### src/rtl/ram_op_sequencer_if.sv
// Command handshake and operand-RAM port bundle for ram_op_sequencer.
// master = command source / RAM side, slave = the sequencer.
interface ram_op_sequencer_if;
  logic       cmd_valid;
  logic       cmd_ready;
  logic [1:0] cmd_op;
  logic [3:0] cmd_src1;
  logic [3:0] cmd_src2;
  logic [3:0] cmd_dst;
  logic [3:0] cmd_imm;
  logic       ram_we;
  logic [3:0] ram_addr;
  logic [3:0] ram_data;
  logic [3:0] ram_addrop1;
  logic [3:0] ram_addrop2;
  logic [3:0] ram_rdataop1;
  logic [3:0] ram_rdataop2;
  logic       done;
  logic       flag;

  modport master (
    output cmd_valid, cmd_op, cmd_src1, cmd_src2,
    output cmd_dst, cmd_imm,
    output ram_rdataop1, ram_rdataop2,
    input  cmd_ready, ram_we, ram_addr, ram_data,
    input  ram_addrop1, ram_addrop2, done, flag
  );

  modport slave (
    input  cmd_valid, cmd_op, cmd_src1, cmd_src2,
    input  cmd_dst, cmd_imm,
    input  ram_rdataop1, ram_rdataop2,
    output cmd_ready, ram_we, ram_addr, ram_data,
    output ram_addrop1, ram_addrop2, done, flag
  );
endinterface

### src/rtl/ram_op_sequencer.sv
// Command sequencer for the 16x4 operand RAM: READ, EXEC, WRITE per op.
// Define SEQ_SAT_EN to saturate ADD/SUB instead of wrapping.
module ram_op_sequencer (
  input logic          clock,
  input logic          reset_n,
  ram_op_sequencer_if.slave bus
);
  typedef enum logic [1:0] {
    IDLE, READ, EXEC, WRITE
  } state_t;

  typedef enum logic [1:0] {
    OP_ADD, OP_SUB, OP_AND, OP_LDI
  } op_t;

  state_t     state;
  op_t        op;
  logic [3:0] result;
  logic       carry;

  logic [4:0] sum;
  logic [4:0] diff;
  logic [3:0] alu_res;
  logic       alu_c;

  assign bus.ram_data = result;

  always_comb begin
    sum     = {1'b0, bus.ram_rdataop1} + {1'b0, bus.ram_rdataop2};
    diff    = {1'b0, bus.ram_rdataop1} - {1'b0, bus.ram_rdataop2};
    alu_res = bus.ram_rdataop1 & bus.ram_rdataop2;
    alu_c   = 1'b0;
    unique case (1'b1)
      op == OP_ADD: begin
        alu_c = sum[4];
`ifdef SEQ_SAT_EN
        alu_res = sum[4] ? 4'hF : sum[3:0];
`else
        alu_res = sum[3:0];
`endif
      end
      op == OP_SUB: begin
        // bit 4 of the 5-bit difference is the borrow
        alu_c = diff[4];
`ifdef SEQ_SAT_EN
        alu_res = diff[4] ? 4'h0 : diff[3:0];
`else
        alu_res = diff[3:0];
`endif
      end
      default: begin
        alu_res = bus.ram_rdataop1 & bus.ram_rdataop2;
        alu_c   = 1'b0;
      end
    endcase
  end

  always_ff @(posedge clock or negedge reset_n) begin
    if (!reset_n) begin
      state           <= IDLE;
      op              <= OP_ADD;
      result          <= 4'h0;
      carry           <= 1'b0;
      bus.cmd_ready   <= 1'b0;
      bus.ram_we      <= 1'b0;
      bus.ram_addr    <= 4'h0;
      bus.ram_addrop1 <= 4'h0;
      bus.ram_addrop2 <= 4'h0;
      bus.done        <= 1'b0;
      bus.flag        <= 1'b0;
    end else begin
      unique case (state)
        IDLE: begin
          bus.done <= 1'b0;
          if (bus.cmd_valid && bus.cmd_ready) begin
            op            <= op_t'(bus.cmd_op);
            bus.ram_addr  <= bus.cmd_dst;
            bus.cmd_ready <= 1'b0;
            if (op_t'(bus.cmd_op) == OP_LDI) begin
              state      <= WRITE;
              result     <= bus.cmd_imm;
              carry      <= 1'b0;
              bus.ram_we <= 1'b1;
            end else begin
              state           <= READ;
              bus.ram_addrop1 <= bus.cmd_src1;
              bus.ram_addrop2 <= bus.cmd_src2;
            end
          end else begin
            bus.cmd_ready <= 1'b1;
          end
        end
        READ: begin
          state <= EXEC;
        end
        EXEC: begin
          state      <= WRITE;
          result     <= alu_res;
          carry      <= alu_c;
          bus.ram_we <= 1'b1;
        end
        WRITE: begin
          state         <= IDLE;
          bus.ram_we    <= 1'b0;
          bus.done      <= 1'b1;
          bus.flag      <= carry;
          bus.cmd_ready <= 1'b1;
        end
        default: begin
          state <= IDLE;
        end
      endcase
    end
  end
endmodule

### src/flat_wrapper.sv
// flat-port wrapper written by rule: the top's interface ports become plain ports
module ram_op_sequencer_flat 
  (clock, reset_n, bus_cmd_valid, bus_cmd_op, bus_cmd_src1, bus_cmd_src2, bus_cmd_dst, bus_cmd_imm, bus_ram_rdataop1, bus_ram_rdataop2, bus_cmd_ready, bus_ram_we, bus_ram_addr, bus_ram_data, bus_ram_addrop1, bus_ram_addrop2, bus_done, bus_flag);
  ram_op_sequencer_if bus_i ();
  input logic clock;
  input logic reset_n;
  input wire logic [$bits(bus_i.cmd_valid)-1:0] bus_cmd_valid;
  input wire logic [$bits(bus_i.cmd_op)-1:0] bus_cmd_op;
  input wire logic [$bits(bus_i.cmd_src1)-1:0] bus_cmd_src1;
  input wire logic [$bits(bus_i.cmd_src2)-1:0] bus_cmd_src2;
  input wire logic [$bits(bus_i.cmd_dst)-1:0] bus_cmd_dst;
  input wire logic [$bits(bus_i.cmd_imm)-1:0] bus_cmd_imm;
  input wire logic [$bits(bus_i.ram_rdataop1)-1:0] bus_ram_rdataop1;
  input wire logic [$bits(bus_i.ram_rdataop2)-1:0] bus_ram_rdataop2;
  output wire logic [$bits(bus_i.cmd_ready)-1:0] bus_cmd_ready;
  output wire logic [$bits(bus_i.ram_we)-1:0] bus_ram_we;
  output wire logic [$bits(bus_i.ram_addr)-1:0] bus_ram_addr;
  output wire logic [$bits(bus_i.ram_data)-1:0] bus_ram_data;
  output wire logic [$bits(bus_i.ram_addrop1)-1:0] bus_ram_addrop1;
  output wire logic [$bits(bus_i.ram_addrop2)-1:0] bus_ram_addrop2;
  output wire logic [$bits(bus_i.done)-1:0] bus_done;
  output wire logic [$bits(bus_i.flag)-1:0] bus_flag;
  assign bus_i.cmd_valid = bus_cmd_valid;
  assign bus_i.cmd_op = bus_cmd_op;
  assign bus_i.cmd_src1 = bus_cmd_src1;
  assign bus_i.cmd_src2 = bus_cmd_src2;
  assign bus_i.cmd_dst = bus_cmd_dst;
  assign bus_i.cmd_imm = bus_cmd_imm;
  assign bus_i.ram_rdataop1 = bus_ram_rdataop1;
  assign bus_i.ram_rdataop2 = bus_ram_rdataop2;
  assign bus_cmd_ready = bus_i.cmd_ready;
  assign bus_ram_we = bus_i.ram_we;
  assign bus_ram_addr = bus_i.ram_addr;
  assign bus_ram_data = bus_i.ram_data;
  assign bus_ram_addrop1 = bus_i.ram_addrop1;
  assign bus_ram_addrop2 = bus_i.ram_addrop2;
  assign bus_done = bus_i.done;
  assign bus_flag = bus_i.flag;
  ram_op_sequencer u_core (.clock(clock), .reset_n(reset_n), .bus(bus_i));
endmodule
### config.mk
export PLATFORM = sky130hd
export DESIGN_NAME = ram_op_sequencer_flat
export DESIGN_NICKNAME = d
export VERILOG_FILES = /design/src/rtl/ram_op_sequencer_if.sv /design/src/rtl/ram_op_sequencer.sv /design/src/flat_wrapper.sv
export SDC_FILE = /design/constraint.sdc
export NUM_CORES = 1
export LEC_CHECK = 0
export CORE_ASPECT_RATIO = 1.1
export CORE_MARGIN = 2
export CORE_UTILIZATION = 43
export CTS_BUF_LIST = sky130_fd_sc_hd__clkbuf_4 sky130_fd_sc_hd__clkbuf_8
export DETAILED_ROUTE_END_ITERATION = 8
export GPL_TIMING_DRIVEN = 0
export PLACE_DENSITY = 0.79
export REMOVE_ABC_BUFFERS = 1
export SLEW_MARGIN = 20
export SYNTH_ARGS = -nofsm -noshare
export SYNTH_HDL_FRONTEND = slang
export SYNTH_SLANG_ARGS = --single-unit
### constraint.sdc
create_clock -name clock -period 1.6 [get_ports clock]
set_input_delay 0.16 -clock clock [delete_from_list [all_inputs] [get_ports clock]]
set_output_delay 0.16 -clock clock [all_outputs]
set_load 0.03 [all_outputs]
# Word-level counts from Yosys, hierarchy flattened
# Cells that the tools add are included.
# totals
latch_bits	0
mem_bits_ro	0
ramBits	0
wordCells	49
output_inout_bits	20
regBits	25
input_bits	29
memories	0
# classes
n_reduce_logical	10
bitwise	2
n_shift	0
muxes	17
n_eq_ne	7
div_mod_pow	0
order_cmp	0
n_mul	0
n_addsub	2
# op_table
cell	n
4-bit one-hot mux with 2 select lines	2
3-bit AND reduction	3
4-bit 2-to-1 mux	2
1-bit one-hot mux with 2 select lines	4
2-bit one-hot mux with 4 select lines	1
2-bit equality test, second input constant	3
4-bit by 4-bit adder with 5-bit output	1
1-bit 2-to-1 mux	5
4-bit by 4-bit subtractor with 5-bit output	1
4-bit AND	1
2-bit by 1-bit equality test with 1-bit output, second input constant	2
2-bit zero test	2
2-bit 2-to-1 mux	2
2-bit by 1-bit inequality test with 1-bit output, second input constant	2
2-bit nonzero test	2
1-bit one-hot mux with 3 select lines	1
3-bit nonzero test	1
2-bit AND reduction	1
1-bit logical AND	1
1-bit NOT	1

# Logic depth before layout (Yosys ltp)
# Gate-level depths: netlist of run 1.
# logic_depth
depth_word	4
ltp_mapped	8
mapped_depth_nobuf	8

# Worst setup path before layout of run 1
# Ideal clock, no wire load.
# synth_path
path_type	reg2reg
from	reg u_core.state[0]
to	reg u_core.bus.ram_addrop1[0]
required_time_ns	1.475
setup_slack_ns	0.012
path_stages_with_launch	8
setup_time_ns	0.125
arrival_ns	1.463
cell_sequence	dfrtp_1 -> inv_1 -> ha_1 -> buf_6 -> nand3_4 -> a21o_1 -> buf_6 -> mux2_4
# synth_via
elab_chain_len	2
# synth_lines
item	line_no	rtl
start: declaration	ram_op_sequencer.sv:16	state_t state;
start signal: assignment	ram_op_sequencer.sv:60	state <= IDLE;
start signal: assignment	ram_op_sequencer.sv:80	state <= WRITE;
start signal: assignment	ram_op_sequencer.sv:85	state <= READ;
2-bit zero test	ram_op_sequencer.sv:72	unique case (state)
3-bit AND reduction (no source line)	-	
end signal: assignment	ram_op_sequencer.sv:86	bus.ram_addrop1 <= bus.cmd_src1;
end: declaration	ram_op_sequencer_if.sv:34	output ram_addrop1, ram_addrop2, done, flag
# Every way passes these cells.
# A chain may end at the register's enable or synchronous reset.

# Worst setup path in the final report of run 1
# layout_path
from	reg u_core.bus.ram_addrop1[3]
to	out bus_ram_addrop1[3]
# layout_lines
item	line_no	rtl
end: declaration	flat_wrapper.sv:19	output wire logic [$bits(bus_i.ram_addrop1)-1:0] bus_ram_addrop1;
# No word-level cell between the ends.

==> results of run 1 <==
routing by layer:
layer  track usage, %  routed length (um)  up-vias
met5                0                   0        -
met3            2.362                  69       10
met1            21.82                1281      551
met4            8.611                  91        0
li1                 -                   -      564
met2            29.62                1722       26
registers in the layout, summed over array words and instances, names as in the netlist:
name                    cells
u_core.bus.cmd_ready        1
u_core.bus.done             1
u_core.bus.flag             1
u_core.bus.ram_addr         4
u_core.bus.ram_addrop1      4
u_core.bus.ram_addrop2      4
u_core.bus.ram_data         4
u_core.bus.ram_we           1
u_core.carry                1
u_core.op                   2
u_core.state                2
layout by cell type (no fill, tap or decap), types with 2 or more instances in the layout:
master,n
o211ai_1,2
o21ai_0,5
a31oi_1,2
dlygate4sd2_1,4
clkdlybuf4s50_1,39
inv_2,4
o21a_1,2
o21ai_1,2
ha_1,8
mux2_4,9
mux2_2,8
inv_1,8
nand2b_1,2
nor3_1,2
nor2_1,10
dlymetal6s2s_1,4
ha_2,3
buf_4,3
nand3_1,2
clkbuf_4,4
fa_2,2
a21oi_1,4
dfrtp_1,25
nand2_1,10
cells by family (layout without fill, tap and decap cells):
kind of cell,count (synthesis),in the layout
AO/OA/AOI/OAI,28,28
XOR/XNOR,1,1
adder cells (fa/ha/maj),14,14
buffers and inverters,17,68
flip-flops,25,25
multiplexers,19,19
AND/OR/NAND/NOR,30,30
worst min path at each step:
stage,startpoint,end,slack [ns]
finish,reset_n,u_core.state[0]$_DFFE_PN0N_,0.35
global route,reset_n,u_core.state[0]$_DFFE_PN0N_,0.39
CTS,bus_cmd_src2[1],u_core.bus.ram_addrop2[1]$_DFFE_PN0P_,0.44
detailed placement,u_core.bus.ram_data[1]$_DFFE_PN0P_,u_core.bus.ram_data[1]$_DFFE_PN0P_,0.48
global placement,u_core.bus.ram_data[1]$_DFFE_PN0P_,u_core.bus.ram_data[1]$_DFFE_PN0P_,0.47
floorplan,reset_n,u_core.bus.cmd_ready$_DFFE_PN0P_,-0.14
cell type report:
class | count | area (um^2)
inverters | 12 | 45.04
multi-input cells | 92 | 823.3
well taps | 48 | 60.06
repair buffers | 52 | 513.0
flip-flops and latches | 25 | 625.6
fillers | 275 | 1234
clock buffers | 4 | 30.03
repair_timing:
item	CTS	global route
cloned	0	0
gates resized for setup	14	8
pin swaps	4	1
hold buffers	0	1
endpoints found under the hold margin	0	25
setup buffers	2	1
endpoints found under the setup margin	13	15
power groups by stage:
stage,combinational [mW],clock (mW),sequential (mW)
6_report,2.38,0.299,1.19
5_1_grt,2.56,0.340,1.24
4_1_cts,2.35,0.303,1.19
3_5_place_dp,2.24,0,1.20
3_3_place_gp,2.17,0,1.18
2_1_floorplan,1.01,0,1.63
==> out/summary.txt, run 1 <==
Worst Path Max Fanout: 2
Post-Synth XOR/XNOR Area: 0.5887%
Leakage power: 0.9580 nW
Arrival time at the worst endpoint: 1.38 ns
Die area: 0.003947 mm^2
Seq pwr share: 30.7%
Post-synthesis mux area share: 16.48%
Max Cap Violations: 0
CP Capture Type: output port
Reg2reg start: u_core.state[1]$_DFFE_PN0N_
Core Rows: 22
Worst Setup EP: bus_ram_addrop1[3]
Worst Clk Skew: 0.002683 ns
Sw Ratio: 42.45%
Share of flip-flops with an asynchronous set or reset: 100.0%
Worst hold path class: in2async
Top cell type's share of synthesized area: 42.05%
Fin nets: 229
DR WL/cell: 13.58 um
Syn Area/Cell: 11.10 um^2
Placement Setup Slack: -0.5394 ns
First-pass GRT wire length: 5.375 mm
List of most frequent post-synthesis cells: dfrtp_1, ha_1, inv_1, nand2_1, nor2_1
Final Hold Vio Count: 0
CTS Sinks: 25
Vias in the first global route: 1232
Most common flop cell mapped by yosys: dfrtp_1
Area grow syn2layout: 40.96%
Initial Util: 44.67%
Buf/Inv on CP: 1
IO Pins: 49
Post-synthesis adder-cell area fraction: 12.78%
Buffers added on ports: 48
Combinational power share: 61.6%
Initial antenna violation count: 0
Maximum clock path buffer count: 2
CP cell instances: clkdlybuf4s50_1
Syn Inst Count: 134
GRT Util Overall: 17.66%
Largest family of logic cells by synthesized area: multiplexers
Final instance area: 0.002097 mm^2
Share of post-route cells with drive strength above 1: 23.24%
Root Driver: clkbuf_4
Sequential share of the synthesized area: 42.05%
Clock transition at path regs: 0.13 ns
# setup viols final: 0
Int Power: 2.226 mW
Design Power: 3.867 mW
Vias per cell: 4.940
CTS tree: yes
Top-count cell post-synth: dfrtp_1
1st-pass router iterations: 4
CP Launch Type: flip-flop
Final ANT Viol Nets: 0
Number of DRC markers in iteration 0: 29
Sw Pwr: 1.641 mW
Dpl hpwl: 2.562 mm
Unique cell type count in the Yosys netlist: 37
Reg2reg end: u_core.bus.ram_addrop1[2]$_DFFE_PN0P_
Routed vias: 1151
Post-Synth Simple-Gate Area: 9.672%
Pwr per Cell Area: 1844 mW/mm^2
H-tree depth: 1
Die Span X: 60.08 um
Maximum clock frequency: 648.8 MHz
Flop-to-flop setup slack: 0.08 ns
Maximum VDD drop: 929.7 uV
Largest net degree at the start of global routing: 26
Final min period: 1.541 ns
Clk_lat worst skew: 0.31 ns
Slack of the critical path: 0.05866 ns
Worst path top cell family by delay: buffers and inverters
Routed WL: 3.164 mm
RSZ-0062 raised after global routing: true
Top post-synthesis cells by area: dfrtp_1, ha_1, mux2_4, mux2_2, inv_1
Cell taking the most area after synthesis: dfrtp_1
Max_slew headroom: 62.90%
Crit. Startpoint: u_core.bus.ram_addrop1[3]$_DFFE_PN0P_
Pins Over Slew Limit: 0
Die Ht: 65.69 um
CTS buffer count: 3
Clock network fraction of total power: 7.7%
Dpl cell area: 0.001991 mm^2
Worst slew pin tran: 0.5565 ns
Max incr delay on CP: 0.69 ns
YS warnings: 0
Outcome: completed
Synthesized area: 0.001488 mm^2
Setup TNS: 0 ns
Hold slack: 0.3502 ns
Routability cong.: 0.7414
Post-Layout Cell Count: 233
Placed Cells: 225
DRC: 0
Slowest stage cell, crit path: clkdlybuf4s50_1
Core ar.: 0.003331 mm^2
Number of enable flip-flop cells after synthesis: 0
WP depth: 1
Crit share post-route: 96.33%
Worst Reg2Reg Path Length in Cells: 5
Ant diodes: 0
Post-synthesis register bit count: 25
Synth Area in Compound Gates: 12.87%
CP Class: reg2out
Final core occ: 62.96%
GRT overflow: 0
WP data required: 1.44 ns
(Power assumes the default switching activity.)
==> inputs of run 2 (changes only) <==
--- a/config.mk
+++ b/config.mk
@@ -7,11 +7,11 @@
 export LEC_CHECK = 0
 export CORE_ASPECT_RATIO = 1.1
 export CORE_MARGIN = 2
-export CORE_UTILIZATION = 43
+export CORE_UTILIZATION = 47
 export CTS_BUF_LIST = sky130_fd_sc_hd__clkbuf_4 sky130_fd_sc_hd__clkbuf_8
 export DETAILED_ROUTE_END_ITERATION = 8
 export GPL_TIMING_DRIVEN = 0
-export PLACE_DENSITY = 0.79
+export PLACE_DENSITY = 0.82
 export REMOVE_ABC_BUFFERS = 1
 export SLEW_MARGIN = 20
 export SYNTH_ARGS = -nofsm -noshare
==> constraint.sdc (replaced) <==
create_clock -name clock -period 1.7 [get_ports clock]
set_input_delay 0.17 -clock clock [delete_from_list [all_inputs] [get_ports clock]]
set_output_delay 0.17 -clock clock [all_outputs]
set_load 0.005 [all_outputs]
==> run 2 against run 1 <==
Clock skew is essentially flat. Power fell by 18%. Routed wire length down 2.3%. Cell area down 1.4%. Global-route usage rose by 0.55 points. Non-clock buffer count unchanged. First-iteration DRC count down 14%. Via count up 1.9%. Clock power decreased by 9.7%. Setup slack improved by 0.010 ns. Sequential share of layout area grew 0.42 points.
==> out/summary.txt, run 2 (synthesis gave the netlist of run 1 again) <==
Maximum clock path buffer count: 2 (unchanged)
GRT overflow: 0 (unchanged)
Final min period: 1.631 ns
CP Capture Type: flip-flop
Number of DRC markers in iteration 0: 25 (-14%)
RSZ-0062 raised after global routing: true
Reg2reg end: u_core.bus.ram_data[2]$_DFFE_PN0P_
Design Power: 3.173 mW (-18%)
Outcome: completed
Max Cap Violations: 0 (unchanged)
Slowest stage cell, crit path: clkdlybuf4s50_1
First-pass GRT wire length: 5.216 mm (-3.0%)
IO Pins: 49 (unchanged)
Final instance area: 0.002068 mm^2 (-1.4%)
Worst Path Max Fanout: 2 (unchanged)
Arrival time at the worst endpoint: 1.86 ns (+0.48 ns)
Initial antenna violation count: 0 (unchanged)
Routed WL: 3.091 mm (-2.3%)
Pwr per Cell Area: 1534 mW/mm^2 (-17%)
Crit. Startpoint: bus_ram_rdataop2[0]
Leakage power: 0.9309 nW (-2.8%)
Vias in the first global route: 1136 (-7.8%)
Initial Util: 49.23% (+4.6 points)
Fin nets: 229 (unchanged)
Root Driver: clkbuf_4
CTS tree: yes
CP cell instances: clkdlybuf4s50_1 > ha_2 > inv_2 > fa_2 > inv_1 > mux2i_1 > xnor2_1 > o211ai_1 > a22o_1
Core ar.: 0.003022 mm^2 (-9.3%)
Commonest cells after routing, fill and taps aside: clkdlybuf4s50_1, dfrtp_1, inv_1
Dpl cell area: 0.001973 mm^2 (-0.88%)
H-tree depth: 1 (unchanged)
GRT Util Overall: 18.21% (+0.55 points)
Area grow syn2layout: 39.02%
Dpl hpwl: 2.503 mm (-2.3%)
Routed vias: 1173 (+1.9%)
DRC: 0 (unchanged)
Setup TNS: 0 ns (unchanged)
Ant diodes: 0 (unchanged)
Die Ht: 63.01 um (-4.1%)
CTS buffer count: 3 (unchanged)
CP Launch Type: primary input
DR WL/cell: 14.11 um (+3.9%)
Final Hold Vio Count: 0 (unchanged)
Worst hold path class: in2async
Worst Clk Skew: 0.002615 ns (-0.00006861 ns)
Die Span X: 57.64 um (-4.1%)
Vias per cell: 5.356 (+8.4%)
Crit share post-route: 95.94%
Max_slew headroom: 62.88% (about the same)
Clk_lat worst skew: 0.32 ns (about the same)
WP data required: 1.93 ns (+0.49 ns)
Routability cong.: 0.7852 (+5.9%)
Worst slew pin tran: 0.5568 ns (+0.0002763 ns)
1st-pass router iterations: 4 (unchanged)
Buffers added on ports: 48 (unchanged)
Flop-to-flop setup slack: 0.13 ns (+0.05 ns)
Final ANT Viol Nets: 0 (unchanged)
Reg2reg start: u_core.state[0]$_DFFE_PN0N_
Maximum VDD drop: 912.4 uV (-1.9%)
Commonest non-fill, non-tap cell in the layout: clkdlybuf4s50_1
Share of post-route cells with drive strength above 1: 20.00% (-3.2 points)
Max incr delay on CP: 0.49 ns (-0.20 ns)
Die area: 0.003632 mm^2 (-8.0%)
Clock transition at path regs: 0.14 ns (about the same)
Largest net degree at the start of global routing: 26 (unchanged)
Maximum clock frequency: 613.1 MHz
Core Rows: 21 (-4.5%)
CP Class: in2reg
# setup viols final: 0 (unchanged)
Worst Reg2Reg Path Length in Cells: 4 (-1)
Pins Over Slew Limit: 0 (unchanged)
CTS Sinks: 25 (unchanged)
==> run 2: cell types whose count changed in the layout (fill, tap and decap cells not counted), sizes merged <==
| cell | delta |
|---|---|
| clkbuf | -1 |
| dlygate4sd2 | -4 |
| clkinvlp | +1 |
| clkdlybuf4s50 | +7 |
| dlymetal6s2s | -3 |
==> run 2: critical path, delay by kind of cell <==
family	cells	cell delay, ns
fa+ha+maj	2	0.54
mux	1	0.07
compound gates	2	0.34
xor+xnor	1	0.14
buf+inv	3	0.60
==> run 2: worst max path at each step <==
stage | to | slack [ns] | cells after the start
5_1_grt | u_core.bus.ram_data[2]$_DFFE_PN0P_ | -0.01 | 9
6_report | u_core.bus.ram_data[2]$_DFFE_PN0P_ | 0.07 | 9
3_3_place_gp | u_core.bus.ram_data[2]$_DFFE_PN0P_ | -0.31 | 8
3_5_place_dp | u_core.bus.ram_data[2]$_DFFE_PN0P_ | -0.35 | 8
4_1_cts | u_core.bus.ram_addrop1[0]$_DFFE_PN0P_ | 0.008 | 5
2_1_floorplan | u_core.bus.ram_addrop1[0]$_DFFE_PN0P_ | -0.06 | 5
==> run 2: repair_timing <==
action | CTS | global route
endpoints found under the setup margin | 8 | 11
hold buffers | 0 | 1
hold endpoints to repair | 0 | 25
gates resized for setup | 3 | 7
buffers inserted | 0 | 3
pin swaps | 0 | 3
==> run 2: per-stage QoR <==
| step | worst slack, ns | utilization, % | hold slack, ns | instances |
|---|---|---|---|---|
| 2_1_floorplan | -0.05719 | - | -0.1256 | 129 |
| 3_3_place_gp | -0.3127 | 65.30 | 0.4677 | 211 |
| 3_5_place_dp | -0.3525 | 65.30 | 0.4700 | 211 |
| 4_1_cts | 0.008368 | 66.75 | 0.4443 | 215 |
| 5_1_grt | -0.01060 | 68.45 | 0.4041 | 219 |
| 6_report | 0.06899 | 68.45 | 0.3586 | 219 |
==> run 2: power by group <==
part	switching (mW)	internal [mW]	total, mW
Clock	0.180	0.0899	0.270
Combinational	0.700	1.09	1.79
Sequential	0.228	0.884	1.11
Total	1.11	2.06	3.17
==> run 2: cell type report <==
class                           instances  area (um^2)
Fill cell                             229        953.4
Multi-Input combinational cell         92        814.5
Sequential cell                        25        625.6
Timing Repair Buffer                   52        510.5
Inverter                               12        45.04
Tap cell                               34        42.54
Clock buffer                            3        22.52
Clock inverter                          1        7.507
==> run 2: per-layer routing <==
metal  global-route usage (%)  vias up  part of all wire [%]
met5                        0        -                     0
met4                    6.105        0                   1.2
met3                    1.449        4                   4.1
met2                    33.38       28                    56
met1                    21.80      576                    39
li1                         -      565                     -
